## config.mk

```make
export PLATFORM = sky130hd
export DESIGN_NAME = snake_body_engine
export DESIGN_NICKNAME = d
export VERILOG_FILES = /design/src/rtl/snake_pkg.sv /design/src/rtl/snake_next_head.sv /design/src/rtl/snake_body_engine.sv
export SDC_FILE = /design/constraint.sdc
export NUM_CORES = 1
export LEC_CHECK = 0
export ABC_CLOCK_PERIOD_IN_PS = 8700
export BUFFER_PORTS_ARGS = -buffer_cell sky130_fd_sc_hd__buf_2
export CAP_MARGIN = 0
export CORE_ASPECT_RATIO = 1.1
export CORE_MARGIN = 2
export CORE_UTILIZATION = 57
export CTS_CLUSTER_DIAMETER = 60
export DETAILED_ROUTE_END_ITERATION = 8
export PLACE_DENSITY_LB_ADDON = 0.25
export SETUP_SLACK_MARGIN = 0.4
export SYNTH_ARGS = -nofsm -noshare
export SYNTH_HDL_FRONTEND = slang
export SYNTH_SLANG_ARGS = --single-unit
```

## constraint.sdc

```tcl
create_clock -name CLOCK_50 -period 8.7 [get_ports CLOCK_50]
set_input_delay 1.305 -clock CLOCK_50 [delete_from_list [all_inputs] [get_ports CLOCK_50]]
set_output_delay 1.305 -clock CLOCK_50 [all_outputs]
set_load 0.01 [all_outputs]
```

## src/rtl/snake_pkg.sv

```systemverilog
// ============================================================================
// snake_pkg : shared widths, directions and FSM encodings for the snake engine
// Rev 1.0
// ============================================================================
`default_nettype none

package snake_pkg;

   localparam int X_W = 10;
   localparam int Y_W = 9;

   localparam int DEF_STEP  = 10;
   localparam int DEF_X_MAX = 630;
   localparam int DEF_Y_MAX = 470;

   localparam logic [1:0] DIR_UP    = 2'd0;
   localparam logic [1:0] DIR_RIGHT = 2'd1;
   localparam logic [1:0] DIR_DOWN  = 2'd2;
   localparam logic [1:0] DIR_LEFT  = 2'd3;

   typedef enum logic [1:0] {
      S_RUN   = 2'd0,
      S_CHECK = 2'd1,
      S_DEAD  = 2'd2
   } state_t;

   // Opposite directions differ only in bit 1 with this encoding.
   function automatic logic is_reverse(input logic [1:0] a, input logic [1:0] b);
      return (a ^ b) == 2'd2;
   endfunction

endpackage

`default_nettype wire

```

## src/rtl/snake_next_head.sv

```systemverilog
// ============================================================================
// snake_next_head : combinational next-head calculator with wall handling
// Rev 1.0
// ============================================================================
`default_nettype none

module snake_next_head
   import snake_pkg::*;
#(
   parameter int STEP  = DEF_STEP,
   parameter int X_MAX = DEF_X_MAX,
   parameter int Y_MAX = DEF_Y_MAX,
   parameter bit WRAP  = 1'b0
) (
   input  logic [X_W-1:0] head_x,
   input  logic [Y_W-1:0] head_y,
   input  logic [1:0]     dir,
   output logic [X_W-1:0] next_x,
   output logic [Y_W-1:0] next_y,
   output logic           illegal
);

   localparam logic [X_W-1:0] STEP_X = X_W'(STEP);
   localparam logic [Y_W-1:0] STEP_Y = Y_W'(STEP);
   localparam logic [X_W-1:0] XMAX_V = X_W'(X_MAX);
   localparam logic [Y_W-1:0] YMAX_V = Y_W'(Y_MAX);

   // Walls are tested before the arithmetic so an underflowed value never leaves here.
   always_comb begin
      next_x  = head_x;
      next_y  = head_y;
      illegal = 1'b0;
      case (dir)
         DIR_UP: begin
            if (head_y < STEP_Y) begin
               if (WRAP) next_y = YMAX_V;
               else      illegal = 1'b1;
            end else begin
               next_y = head_y - STEP_Y;
            end
         end
         DIR_DOWN: begin
            if (head_y >= YMAX_V) begin
               if (WRAP) next_y = '0;
               else      illegal = 1'b1;
            end else begin
               next_y = head_y + STEP_Y;
            end
         end
         DIR_LEFT: begin
            if (head_x < STEP_X) begin
               if (WRAP) next_x = XMAX_V;
               else      illegal = 1'b1;
            end else begin
               next_x = head_x - STEP_X;
            end
         end
         DIR_RIGHT: begin
            if (head_x >= XMAX_V) begin
               if (WRAP) next_x = '0;
               else      illegal = 1'b1;
            end else begin
               next_x = head_x + STEP_X;
            end
         end
      endcase
   end

endmodule

`default_nettype wire

```

## src/rtl/snake_body_engine.sv

```systemverilog
// ============================================================================
// snake_body_engine : snake body shift buffer, eat/collision detection, read port
// Define SNAKE_WRAP_EN to make wall moves wrap around instead of killing.
// Rev 1.0
// ============================================================================
`default_nettype none

module snake_body_engine
   import snake_pkg::*;
#(
   parameter int MAX_LEN  = 16,
   parameter int STEP     = DEF_STEP,
   parameter int START_X  = 320,
   parameter int START_Y  = 240,
   parameter int X_MAX    = DEF_X_MAX,
   parameter int Y_MAX    = DEF_Y_MAX,
   parameter int INIT_LEN = 3
) (
   input  logic                       CLOCK_50,
   input  logic                       reset,
   input  logic                       move_tick,
   input  logic [1:0]                 dir_req,
   input  logic [X_W-1:0]             foodX,
   input  logic [Y_W-1:0]             foodY,
   input  logic [$clog2(MAX_LEN)-1:0] rd_idx,
   output logic [X_W-1:0]             snakeX,
   output logic [Y_W-1:0]             snakeY,
   output logic [$clog2(MAX_LEN):0]   length,
   output logic                       eat,
   output logic                       game_over,
   output logic [X_W-1:0]             rd_x,
   output logic [Y_W-1:0]             rd_y,
   output logic                       rd_valid
);

   localparam int IDX_W = $clog2(MAX_LEN);
   localparam int LEN_W = IDX_W + 1;
   localparam logic [LEN_W-1:0] LEN_FULL  = LEN_W'(MAX_LEN);
   localparam logic [LEN_W-1:0] LEN_RESET = LEN_W'(INIT_LEN);

`ifdef SNAKE_WRAP_EN
   localparam bit WRAP = 1'b1;
`else
   localparam bit WRAP = 1'b0;
`endif

   state_t               state, state_nxt;
   logic [1:0]           dir, dir_nxt, dir_try;
   logic [LEN_W-1:0]     len_nxt;
   logic                 eat_nxt, shift, illegal, food_hit, self_hit;
   logic [X_W-1:0]       seg_x [MAX_LEN];
   logic [Y_W-1:0]       seg_y [MAX_LEN];
   logic [X_W-1:0]       next_x;
   logic [Y_W-1:0]       next_y;
   logic [MAX_LEN-1:0]   hit_vec;

   assign dir_try   = is_reverse(dir_req, dir) ? dir : dir_req;
   assign snakeX    = seg_x[0];
   assign snakeY    = seg_y[0];
   assign game_over = (state == S_DEAD);
   assign food_hit  = (seg_x[0] == foodX) && (seg_y[0] == foodY);

   snake_next_head #(
      .STEP  (STEP),
      .X_MAX (X_MAX),
      .Y_MAX (Y_MAX),
      .WRAP  (WRAP)
   ) u_next_head (
      .head_x  (seg_x[0]),
      .head_y  (seg_y[0]),
      .dir     (dir_try),
      .next_x  (next_x),
      .next_y  (next_y),
      .illegal (illegal)
   );

   // Collision uses the length before any growth from this same check cycle.
   assign hit_vec[0] = 1'b0;
   for (genvar k = 1; k < MAX_LEN; k++) begin : g_hit
      assign hit_vec[k] = (LEN_W'(k) < length) &&
                          (seg_x[k] == seg_x[0]) && (seg_y[k] == seg_y[0]);
   end
   assign self_hit = |hit_vec;

   always_comb begin
      state_nxt = state;
      dir_nxt   = dir;
      len_nxt   = length;
      eat_nxt   = 1'b0;
      shift     = 1'b0;
      case (state)
         S_RUN: begin
            if (move_tick) begin
               dir_nxt = dir_try;
               if (illegal) begin
                  state_nxt = S_DEAD;
               end else begin
                  shift     = 1'b1;
                  state_nxt = S_CHECK;
               end
            end
         end
         S_CHECK: begin
            state_nxt = S_RUN;
            if (food_hit) begin
               eat_nxt = 1'b1;
               if (length != LEN_FULL) len_nxt = length + 1'b1;
            end
            if (self_hit) state_nxt = S_DEAD;
         end
         S_DEAD: begin
            state_nxt = S_DEAD;
         end
         default: begin
            state_nxt = S_RUN;
         end
      endcase
   end

   always_ff @(posedge CLOCK_50 or posedge reset) begin
      if (reset) begin
         state  <= S_RUN;
         dir    <= DIR_RIGHT;
         length <= LEN_RESET;
         eat    <= 1'b0;
      end else begin
         state  <= state_nxt;
         dir    <= dir_nxt;
         length <= len_nxt;
         eat    <= eat_nxt;
      end
   end

   // Full-depth shift: growing just exposes the old tail cell already held below.
   always_ff @(posedge CLOCK_50 or posedge reset) begin
      if (reset) begin
         for (int i = 0; i < MAX_LEN; i++) begin
            seg_x[i] <= X_W'(START_X - i * STEP);
            seg_y[i] <= Y_W'(START_Y);
         end
      end else if (shift) begin
         seg_x[0] <= next_x;
         seg_y[0] <= next_y;
         for (int i = 1; i < MAX_LEN; i++) begin
            seg_x[i] <= seg_x[i-1];
            seg_y[i] <= seg_y[i-1];
         end
      end
   end

   always_ff @(posedge CLOCK_50 or posedge reset) begin
      if (reset) begin
         rd_x     <= '0;
         rd_y     <= '0;
         rd_valid <= 1'b0;
      end else begin
         rd_x     <= seg_x[rd_idx];
         rd_y     <= seg_y[rd_idx];
         rd_valid <= ({1'b0, rd_idx} < length);
      end
   end

endmodule

`default_nettype wire
```

# Yosys cells after proc, flatten, opt, wreduce, memory -nomap -nowiden
# Index checks and enable logic that the tools add are counted.
# totals
ff_bits	334
out_inout_bits	46
elab_cells	178
# classes
n_addsub	5
order_cmp	21
n_eq_ne	44
n_mux	27
bitwise_logic	2
reduce_logical	40
# ops
op	n
== test 10 bit	16
== test 9 bit	16
binary-select mux 10 bit (select 4 bit)	1
< comparator 4 x 5 -> 1 bit (first input constant)	8
2-to-1 mux 10 bit	4
binary-select mux 9 bit (select 4 bit)	1
2-to-1 mux 9 bit	4
logical AND 1 bit	31
< comparator 3 x 5 -> 1 bit (first input constant)	4
one-hot mux 10 bit (2 select lines)	1
one-hot mux 9 bit (2 select lines)	1
OR reduction 15 bit	1
adder 10 x 4 -> 10 bit (second input constant)	1
greater-or-equal comparator 10 bit (second input constant)	1
< comparator 10 x 4 -> 1 bit (second input constant)	1
< comparator 2 x 5 -> 1 bit (first input constant)	2
!= test 2 bit (second input constant)	5
subtractor 10 x 4 -> 10 bit (second input constant)	1
adder 9 x 4 -> 9 bit (second input constant)	1
greater-or-equal comparator 9 bit (second input constant)	1
< comparator 9 x 4 -> 1 bit (second input constant)	1
2-to-1 mux 1 bit	9
subtractor 9 x 4 -> 9 bit (second input constant)	1
== test 2 bit (second input constant)	4
16 further kinds	23

# Logic depth before layout (Yosys ltp)
# Gate-level depths: netlist of the first run.
# logic_depth
depth_word	9
depth_mapped	13

# By module
# Synthesis of the first run repeated with hierarchy kept, for this count alone.
# hier_totals
cells_unflattened	1460
area_unflattened_um2	19516.2
# by_module_without_submodules
module	instances	cells_per_inst	area_per_inst_um2
snake_body_engine	1	1328	18672.9
snake_next_head	1	132	843.3

# Worst setup path after synthesis of the first run
# OpenSTA, ideal clock, no wires.
# synth_path
path_type	input-to-reg
start	input rd_idx[0]
end	register rd_y[1]
arrival_time_ns	3.256
setup_slack_ns	5.305
cell_stages	5
path_buffers	3
cell_sequence	clkbuf_1 buf_2 clkbuf_1 mux4_2 mux4_2
# synth_between
elab_chain_len	4
# synth_rtl
item	line	rtl
from (decl)	snake_body_engine.sv:25	input logic [$clog2(MAX_LEN)-1:0] rd_idx,
inverter 4 -> 5 bit (implied by the code)	snake_body_engine.sv:158	rd_y <= seg_y[rd_idx];
binary-select mux 9 bit (select 4 bit)	snake_body_engine.sv:158	
2-to-1 mux 9 bit (implied by the code) (2 in a row)	snake_body_engine.sv:158	
to (signal assigned)	snake_body_engine.sv:158	
to (decl)	snake_body_engine.sv:32	output logic [Y_W-1:0] rd_y,
# Every way passes these cells. The select of a mux whose other input is x is not followed.
# A chain may end at the register's enable or synchronous reset.

# Final worst setup path of the first run
# layout_path
start	input dir_req[1]
end	register seg_x[136] (netlist bit)
# layout_between
elab_chain_len	8
word_cells_on_any_way	11
classes_between	eq/ne: 4; mux: 5; bitwise: 1; reduce/logical: 1
# layout_rtl
item	line	rtl
from (decl)	snake_body_engine.sv:22	input logic [1:0] dir_req,
bitwise XOR 2 bit	snake_pkg.sv:29	return (a ^ b) == 2'd2;
== test 2 bit	snake_pkg.sv:29	
2-to-1 mux 2 bit (*)	snake_body_engine.sv:57	assign dir_try = is_reverse(dir_req, dir) ? dir : dir_req;
== test 2 x 1 -> 1 bit, or another cell as far along	snake_next_head.sv:33	case (dir)
one-hot mux 1 bit (4 select lines) (*)	snake_next_head.sv:33	
2-to-1 mux 1 bit (*)	snake_body_engine.sv:95	if (illegal) begin
2-to-1 mux 1 bit (*)	snake_body_engine.sv:93	if (move_tick) begin
2-to-1 mux 1 bit (*)	snake_body_engine.sv:91	case (state)
to (signal, indexed assignment)	snake_body_engine.sv:138	seg_x[i] <= X_W'(START_X - i * STEP);
to (signal, indexed assignment)	snake_body_engine.sv:145	seg_x[i] <= seg_x[i-1];
to (decl)	snake_body_engine.sv:51	logic [X_W-1:0] seg_x [MAX_LEN];
# Mark *: on every way between the ends. The rest lies on a longest branch, timed or not.

==> flow_summary.toml, run 1 <==
[synthesis]
synth_top_family_by_area = "multiplexers"
ys_warn_count = 0
yosysMostFrequentCell = "dfrtp_1"
synthAdderAreaFrac_pct = 0.636
synth_common_cells = "169 x dfrtp_1, 158 x xor2_1, 135 x xnor2_1"
ys_ff_latch = 300
netlist_area_um2 = 17700
synth_xor_area_share_pct = 14.5
synth_seq_area_share_pct = 43.3
async_flop_share_pct = 100
synth-compound-area-share_pct = 2.16
ys_types = 49
muxShareOfSynthArea_pct = 29.6
avgSynthCellArea_um2 = 13.5
synth.top_cell.area_share_pct = 23.9
post_synth_main_area_contributors = "dfrtp_1 24%, dfstp_2 19%, mux4_2 11%"
synth_top_area_cell = "dfrtp_1"
yosys.area_share.simple_pct = 5.52
ys.flop_type = "dfrtp_1"
synthCells = 1313
synth_edf_count = 0

[min_path]
worst_hold_path_type = "reg2reg"

[sta]
relSlewSlack_pct = 24.0
rsz0062_at_grt = "false"
fin_tns_setup_ps = 0
worst_pin_slew_ps = 1140
setup_viol = 0
finalHoldViolations = 0
fin_skew_ps = 16.4
final.period_utilization_pct = 46.3
post-route-min-period_ps = 4030
drv_slew = 0
clock.fmax_mhz = 248

[finish]
final_layout_size_suffix_gt1_share_pct = 40.7
stdcell_count = 1763
nNetsFinal = 1358
final_core_util_pct = 63.0
fill_cells = 2384
n_antenna_cell = 0
syn2layout_area_growth_pct = 8.62

[clock_tree]
cts_setup_buffers = 0
tritoncts = "done"
htreeDepth = 2
hold_buffers = 0
clock-sinks = 300
clk_pin_slew_ps = 60
clockBufferDepth = 3
cts_resized = 0
cts-buffers-inserted = 36
root_buffer = "clkbuf_16"
worstSkewPairLatency_ps = 540

[critical_path]
path_buf_inv = 2
worstPathCellList = "buf_2 > mux2i_1 > nor2_1 > and3_1 > o31ai_4 > nand3_4 > buf_4 > mux2_2"
slowest_stage = "buf_4"
critPathArrivalTime_ps = 4450
cp_max_fo = 59
crit_family = "simple AND/OR/NAND/NOR gates"
startpoint_type = "input port"
end_kind = "register"
cp_data_required_time_ps = 9120
path_class = "in2reg"
slowest_delay_ps = 830

[place]
io_buffers = 69
hpwl_um = 33800
dp.cells = 1697
gp_congestion = 0.962

[routing]
antenna_left = 0
post_drt_via_cell_ratio = 6.18
routed_wl_um = 47900
wl_per_cell_um = 27.2
drt_first_pass_iters = 5
drtIter0Drc = 963
drc = 0
vias = 10900

[floorplan]
die_h_um = 189
start_util_pct = 58.0
pin_count = 74
die_w_um = 172
core_um2 = 30500
die_area_um2 = 32500
rows = 67

[global_route]
grt_pass1_wl_um = 72200
grt_pass1_vias = 11100
overflow = 0
grt_max_degree = 149
grt_util_all_layers_pct = 30.4
antenna_found_initial = 0

[power_and_ir_drop]
power_uw = 7730
vdd_drop_max_mv = 0.316
power.density_nw_per_um2 = 402
p_leak_uw = 0.00850

[flow_run]
maxCapViolCount = 0

[run_status]
outcome = "completed"
-- final timing paths --
| kind | from | endpoint | slack [ps] | cells past startpoint |
|---|---|---|---|---|
| max | dir_req[1] | seg_x[136] | 4670 | 8 |
| min | dir[0] | dir[0] | 510 | 2 |
| max reg2reg | snakeX[6] | seg_x[136] | 4820 | 7 |
| min reg2reg | dir[0] | dir[0] | 510 | 2 |
| max in group asynchronous | reset | seg_x[146] | 6290 | 4 |
| min in group asynchronous | reset | seg_y[116] | 1070 | 3 |
-- final cells by class --
type | instances | area, um^2 | area share [%]
sequential | 300 | 7670 | 39.9
inverter | 14 | 56.3 | 0.293
timing repair buffer | 88 | 518 | 2.69
clock buffer | 54 | 1020 | 5.30
multi-input combinational | 881 | 9300 | 48.3
tap | 414 | 518 | 2.69
clock inverter | 12 | 156 | 0.813
-- layout by cell type (no fill, tap or decap), types with 5 or more instances in the layout --
cell / netlist / routed
dfstp_2: 131 / 131
mux4_2: 85 / 85
nor4_1: 43 / 43
nand3_1: 16 / 16
mux2_1: 67 / 67
xnor2_1: 135 / 135
a21oi_1: 8 / 8
nand4_1: 39 / 39
xor2_1: 158 / 158
buf_2: 19 / 67
ha_1: 9 / 9
mux2_4: 112 / 112
buf_4: 21 / 19
clkbuf_8: 0 / 5
o21ai_0: 21 / 21
clkbuf_1: 34 / 13
clkbuf_16: 0 / 36
a211oi_1: 5 / 5
mux2_2: 75 / 75
nor2_1: 15 / 15
inv_1: 14 / 13
nor3_1: 18 / 18
dfrtp_1: 169 / 169
nand2_1: 28 / 28
-- worst register-to-register path, delay by kind of cell (launching register included) --
| family | cells | cell delay (ps) |
|---|---|---|
| flops | 1 | 970 |
| buf+inv | 1 | 850 |
| simple gates | 2 | 830 |
| compound gates | 3 | 630 |
| mux | 1 | 470 |
-- report_power, final --
part           leakage (uW)  internal (uW)  total, uW  switching [uW]
Combinational       0.00435           1600       3410            1810
Clock              0.000566            882       1500             616
Sequential          0.00358           2080       2810             729
Total               0.00850           4570       7730            3160
-- registers in the layout, indices dropped and copies added (netlist names), 2 cells and up --
signal / flops
dir: 2
length: 5
seg_x: 135
rd_y: 8
rd_x: 9
snakeY: 8
seg_y: 120
snakeX: 9
state: 2
-- cells by family (layout without fill, tap and decap cells) --
group / Yosys count / after routing
AO/OA/AOI/OAI: 56 / 56
XOR/XNOR: 293 / 293
adder cells (fa/ha/maj): 9 / 9
buffers and inverters: 135 / 168
flip-flops: 300 / 300
multiplexers: 343 / 343
other: 1 / 4
AND/OR/NAND/NOR: 176 / 176
-- layer usage --
layer  routed length [um]  global-route usage, %  up-vias
li1                     -                      -     4720
met2                22200                   46.0      372
met5                    0                      0        -
met4                 1680                   10.4        0
met1                20500                   43.6     5731
met3                 3500                   6.77       80
-- through the flow --
| step | setup WS [ps] | hold slack [ps] | cell area (um^2) |
|---|---|---|---|
| 2_1_floorplan | 3510 | 479 | 17700 |
| 3_3_place_gp | 4260 | 497 | 18100 |
| 3_5_place_dp | 4180 | 506 | 18100 |
| 4_1_cts | 4740 | 514 | 19200 |
| 5_1_grt | 4500 | 530 | 19200 |
| 6_report | 4670 | 514 | 19200 |
Power figures use the tool's default switching activity.
==> run 2: changes to the inputs <==
--- a/config.mk
+++ b/config.mk
@@ -5,7 +5,7 @@
 export SDC_FILE = /design/constraint.sdc
 export NUM_CORES = 1
 export LEC_CHECK = 0
-export ABC_CLOCK_PERIOD_IN_PS = 8700
+export ABC_CLOCK_PERIOD_IN_PS = 3600
 export BUFFER_PORTS_ARGS = -buffer_cell sky130_fd_sc_hd__buf_2
 export CAP_MARGIN = 0
 export CORE_ASPECT_RATIO = 1.1
==> constraint.sdc (replaced) <==
create_clock -name CLOCK_50 -period 3.6 [get_ports CLOCK_50]
set_input_delay 0.54 -clock CLOCK_50 [delete_from_list [all_inputs] [get_ports CLOCK_50]]
set_output_delay 0.54 -clock CLOCK_50 [all_outputs]
set_load 0.01 [all_outputs]
==> run 2 against run 1 <==
Effect of this change:
- total power increased by 150%
- final area up 2.3%
- critical path depth is the same
- sequential share of layout area shrank 0.91 points
- count of clock-buffer cells in the layout up 3
- largest power group unchanged
- hold slack worse by 320 ps
- core utilization is 1.5 points higher
- final cell count grew 1.6%
==> flow_summary.toml, run 2 (synthesis gave the netlist of run 1 again) <==
[floorplan]
core_um2 = 30500
start_util_pct = 58.0
pin_count = 74
rows = 67
die_w_um = 172
die_h_um = 189
die_area_um2 = 32500

[routing]
wl_per_cell_um = 27.5
routed_wl_um = 49200
antenna_left = 0
drc = 0
post_drt_via_cell_ratio = 6.24
drt_first_pass_iters = 5
drtIter0Drc = 737
vias = 11200

[sta]
fin_skew_ps = 18.5
relSlewSlack_pct = 42.5
setup_viol = 0
whs_ps = 192
rsz0062_at_grt = "false"
clock.fmax_mhz = 341
final.period_utilization_pct = 81.5
drv_slew = 0
fin_tns_setup_ps = 0
post-route-min-period_ps = 2940
worst_pin_slew_ps = 861
finalHoldViolations = 0

[clock_tree]
clock-sinks = 300
root_buffer = "clkbuf_16"
hold_buffers = 0
htreeDepth = 2
cts_setup_buffers = 0
cts_resized = 0
worstSkewPairLatency_ps = 520
clockBufferDepth = 3
clk_pin_slew_ps = 60
tritoncts = "done"
cts-buffers-inserted = 35

[global_route]
grt_util_all_layers_pct = 31.2
overflow = 0
grt_pass1_wl_um = 74200
grt_max_degree = 73
grt_pass1_vias = 11300
antenna_found_initial = 1

[power_and_ir_drop]
sw_frac_of_total_pct = 40.4
clkPwrFrac_pct = 19.2
vdd_drop_max_mv = 0.632
power.switching_uw = 7730
pwr-share-comb_pct = 45.4
pwr-share-seq_pct = 35.4
power_uw = 19100
power.internal_uw = 11400
p_leak_uw = 0.00874
power.density_nw_per_um2 = 971

[finish]
top_regs = "seg_x: 135 flops, seg_y: 120 flops"
syn2layout_area_growth_pct = 11.2
regMostFlops = "seg_x"
most-common-layout-cells = "169 x dfrtp_1, 158 x xor2_1, 135 x xnor2_1, 131 x dfstp_2, 112 x mux2_4"
n_antenna_cell = 0
final_common_cell = "dfrtp_1"
stdcell_area_um2 = 19700
largest_reg_flops = 135
nNetsFinal = 1388
final_layout_size_suffix_gt1_share_pct = 42.0
stdcell_count = 1791

[critical_path]
cp_max_fo = 25
critPathArrivalTime_ps = 3320
startpoint_type = "register"
cp_data_required_time_ps = 3980
path_class = "reg2reg"
end_kind = "register"

[place]
hpwl_um = 36600
io_buffers = 69
gp_congestion = 0.994
place_area_um2 = 18500
dp.cells = 1728

[run_status]
outcome = "completed"

[flow_run]
maxCapViolCount = 0

[min_path]
worst_hold_path_type = "in2async"
[run 2: changes by cell type in the layout (fill, tap and decap cells not counted), sizes merged]
cell	change
buf	+31
inv	-3
bufinv	+1
clkinv	-2
clkbuf	+3
clkinvlp	-2
[run 2: per-stage QoR]
step	worst slack (ps)	util (%)
after CTS	680	64.5
final	664	64.5
after global placement	691	60.6
after detailed placement	614	60.6
after global routing	441	64.5
after floorplan	-820	-
[run 2: critical path, stage by stage, from the launching register on]
cell     delay, ps
dfstp_2        590
mux2i_1        120
nor2_1         600
and3_1         340
o31ai_4         80
nand3_4        290
buf_12         230
buf_12         210
mux2_1         340
[run 2: cell type report]
class | instances | area, um^2
fillers | 2338 | 10800
flip-flops and latches | 300 | 7670
multi-input cells | 881 | 9300
clock inverters | 6 | 111
repair buffers | 119 | 951
inverters | 14 | 56.3
clock buffers | 57 | 1080
well taps | 414 | 518
[run 2: final timing paths]
kind                            start    endpoint  slack [ps]  depth (start not counted)
setup / recovery               dir[0]   seg_y[39]         660                          8
hold / removal                  reset  seg_x[139]         190                          2
setup reg to reg               dir[0]   seg_y[39]         660                          8
hold reg to reg            seg_x[141]  seg_x[141]         520                          2
max in group asynchronous       reset  seg_x[108]        2520                          3
min in group CLOCK_50      dir_req[1]      dir[1]         340                          2
[run 2: metal layers]
layer / vias up / wire (um) / track usage (%) / share of wire [%]
met4: 0 / 2270 / 12.9 / 4.6
li1: 4775 / - / - / -
met5: - / 0 / 0 / 0
met3: 102 / 3190 / 5.25 / 6.5
met2: 426 / 22500 / 47.6 / 46
met1: 5864 / 21200 / 44.6 / 43
[run 2: power by group through the flow]
| stage | clock network, uW | logic, uW | registers, uW |
|---|---|---|---|
| final | 3680 | 8680 | 6760 |
| after global routing | 3890 | 9070 | 6920 |
| after CTS | 3730 | 8590 | 6720 |
| after detailed placement | 0 | 8530 | 6750 |
| after global placement | 0 | 8500 | 6670 |
| after floorplan | 0 | 6240 | 6030 |
==> run 3: changes to the inputs <==
--- a/config.mk
+++ b/config.mk
@@ -5,7 +5,8 @@
 export SDC_FILE = /design/constraint.sdc
 export NUM_CORES = 1
 export LEC_CHECK = 0
-export ABC_CLOCK_PERIOD_IN_PS = 3600
+export ABC_AREA = 1
+export ABC_CLOCK_PERIOD_IN_PS = 2690
 export BUFFER_PORTS_ARGS = -buffer_cell sky130_fd_sc_hd__buf_2
 export CAP_MARGIN = 0
 export CORE_ASPECT_RATIO = 1.1
==> constraint.sdc (replaced) <==
create_clock -name CLOCK_50 -period 2.69 [get_ports CLOCK_50]
set_input_delay 0.4035 -clock CLOCK_50 [delete_from_list [all_inputs] [get_ports CLOCK_50]]
set_output_delay 0.4035 -clock CLOCK_50 [all_outputs]
set_load 0.01 [all_outputs]
==> run 3 against run 2 <==
Effect of this change:
- sequential power increased by 23%
- final cell count grew 77%
- wire length grew 46%
- sequential share of layout area shrank 3.5 points
- core utilization is 2.6 points higher
- area after synthesis grew 5.3%
- critical path type unchanged
- highest routed layer is now met5
==> flow_summary.toml, run 3 <==
[finish]
n_antenna_cell = 0
stdcell_area_um2 = 21700
top_regs = "seg_x: 135 flops, seg_y: 120 flops"
nNetsFinal = 2747
largest_reg_flops = 135
final_common_cell = "nand2_1"
syn2layout_area_growth_pct = 16.3
final_core_util_pct = 67.1
regMostFlops = "seg_x"
most-common-layout-cells = "888 x nand2_1, 367 x o21ai_0, 210 x inv_1, 165 x nor2_1, 162 x dfrtp_1"
final_layout_size_suffix_gt1_share_pct = 16.3

[sta]
drv_slew = 0
setup_slack_ps = 332
whs_ps = 18.5
post-route-min-period_ps = 2360
relSlewSlack_pct = 47.5
finalHoldViolations = 0
clock.fmax_mhz = 424
worst_pin_slew_ps = 786
final.period_utilization_pct = 87.7
rsz0062_at_grt = "true"
fin_skew_ps = 30.6
setup_viol = 0

[synthesis]
synth_top_area_cell = "dfrtp_1"
synthCells = 2647
synth_seq_area_share_pct = 41.1
synth.top_cell.area_share_pct = 22.7
netlist_area_um2 = 18600
post_synth_main_area_contributors = "dfrtp_1 23%, dfstp_2 18%, nand2_1 18%"
avgSynthCellArea_um2 = 7.04
ys.flop_type = "dfrtp_1"
async_flop_share_pct = 100
synth_edf_count = 0
ys_types = 44
synth_common_cells = "888 x nand2_1, 407 x o21ai_0, 215 x inv_1"
ys_warn_count = 0
yosysMostFrequentCell = "nand2_1"
ys_ff_latch = 300

[clock_tree]
root_buffer = "clkbuf_16"
tritoncts = "done"
worstSkewPairLatency_ps = 550
clk_pin_slew_ps = 60
hold_buffers = 0
clock-sinks = 300
cts-buffers-inserted = 36
htreeDepth = 2
clockBufferDepth = 3

[global_route]
grt_pass1_vias = 17200
grt_max_degree = 102
overflow = 0
grt_util_all_layers_pct = 39.4
grt_pass1_wl_um = 102000
antenna_found_initial = 1

[floorplan]
die_h_um = 194
core_um2 = 32300
pin_count = 74
die_w_um = 176
start_util_pct = 57.8
die_area_um2 = 34200
rows = 69

[critical_path]
cp_data_required_time_ps = 3140
crit_top_cell = "nand2_1"
crit_family = "simple AND/OR/NAND/NOR gates"
reg2reg_slack_ps = 330
path_buf_inv = 2
timing.rr.end = "state[1]"
cp_max_fo = 15
worstPathCellList = "clkinv_1 > buf_4 > nand2_1 > nand2_1 > nor2_1 > nand2_1 > nor2_1 > nand3_1 > nand2_1 > nand2_1 > nand2_1 > nor2_1 > nand2_1 > nand2_1 > a21oi_1"
path_class = "reg2reg"
end_kind = "register"
r2r_cells = 15
slowest_delay_ps = 630
startpoint_type = "register"
slowest_stage = "dfstp_2"
cp_num_cells = 15
r2r-start = "snakeY[5]"
critPathArrivalTime_ps = 2810

[place]
place_area_um2 = 19600
hpwl_um = 47500
io_buffers = 69
post-place-ws_ps = 294
gp_congestion = 1.04

[routing]
vias = 19300
drt_first_pass_iters = 6
wl_per_cell_um = 22.7
routed_wl_um = 71900
antenna_left = 0
post_drt_via_cell_ratio = 6.09
drtIter0Drc = 2573
drc = 0

[power_and_ir_drop]
power.density_nw_per_um2 = 1330
p_leak_uw = 0.00986
vdd_drop_max_mv = 0.756
power_uw = 28900

[flow_run]
maxCapViolCount = 0

[run_status]
outcome = "completed"

[min_path]
worst_hold_path_type = "in2async"
-- run 3: changes by cell type after synthesis, sizes merged, moves of 32 or more --
cell,previous run,this run
nand2,28,890
nor2,15,170
a21oi,8,141
clkbuf,34,80
mux2,254,0
xor2,158,83
inv,14,224
nand3,17,59
mux4,85,0
o221ai,0,32
xnor2,135,40
nor4,44,3
o21ai,21,424
-- run 3: power by group --
group          leakage [uW]  total, uW  internal, uW  switching (uW)
clock network      0.000612       5250          3200            2050
registers           0.00359       8340          6670            1670
logic               0.00566      15300          5310            9960
-- run 3: metrics by stage --
step,cells,TNS [ps]
4_1_cts,3132,0
6_report,3163,0
2_1_floorplan,2650,-341990
5_1_grt,3163,0
3_3_place_gp,3062,0
3_5_place_dp,3062,0
-- run 3: worst register-to-register path, stage by stage (launching register included) --
cell	delay, ps
dfstp_2	630
clkinv_1	110
buf_4	220
nand2_1	110
nand2_1	50
nor2_1	90
nand2_1	100
nor2_1	330
nand3_1	120
nand2_1	120
nand2_1	50
nand2_1	70
nor2_1	50
nand2_1	70
nand2_1	50
a21oi_1	130
-- run 3: worst max-delay path by stage --
stage	end	from	slack, ps
final	state[1]	snakeY[5]	330
after global routing	state[1]	snakeY[2]	220
after CTS	state[1]	snakeY[6]	400
after detailed placement	state[1]	snakeY[7]	290
after global placement	state[1]	snakeY[7]	270
after floorplan	dir[1]	reset	-1590
-- run 3: cells by family after synthesis --
group,after synthesis,synth area share (%)
simple gates,1195,25.7
compound gates,607,17.1
buf+inv,411,9.63
flops,300,41.1
xor+xnor,123,5.78
fa+ha+maj,9,0.604
other cells,1,0.0201
mux,1,0.0537
-- run 3: per-layer routing --
metal,up-vias,wire length (um),GRT usage [%]
met5,-,11,0
met4,2,4740,19.6
met3,301,8660,8.43
met2,1336,32000,60.8
met1,9006,26500,52.5
li1,8607,-,-
-- run 3: cell type report --
class | count | area (um^2)
fill | 2804 | 10600
multi-input combinational | 1939 | 9240
sequential | 300 | 7680
timing repair buffer | 204 | 2060
clock buffer | 55 | 1090
inverter | 228 | 892
tap | 426 | 533
clock inverter | 10 | 166
timing repair inverter | 1 | 11.3
-- run 3: what timing repair did --
action	4_1_cts	5_1_grt
pin swaps	1	6
resized for setup	2	82
buffers inserted	4	10
setup endpoints to repair	57	262
endpoints found under the hold margin	0	0
cloned	1	21
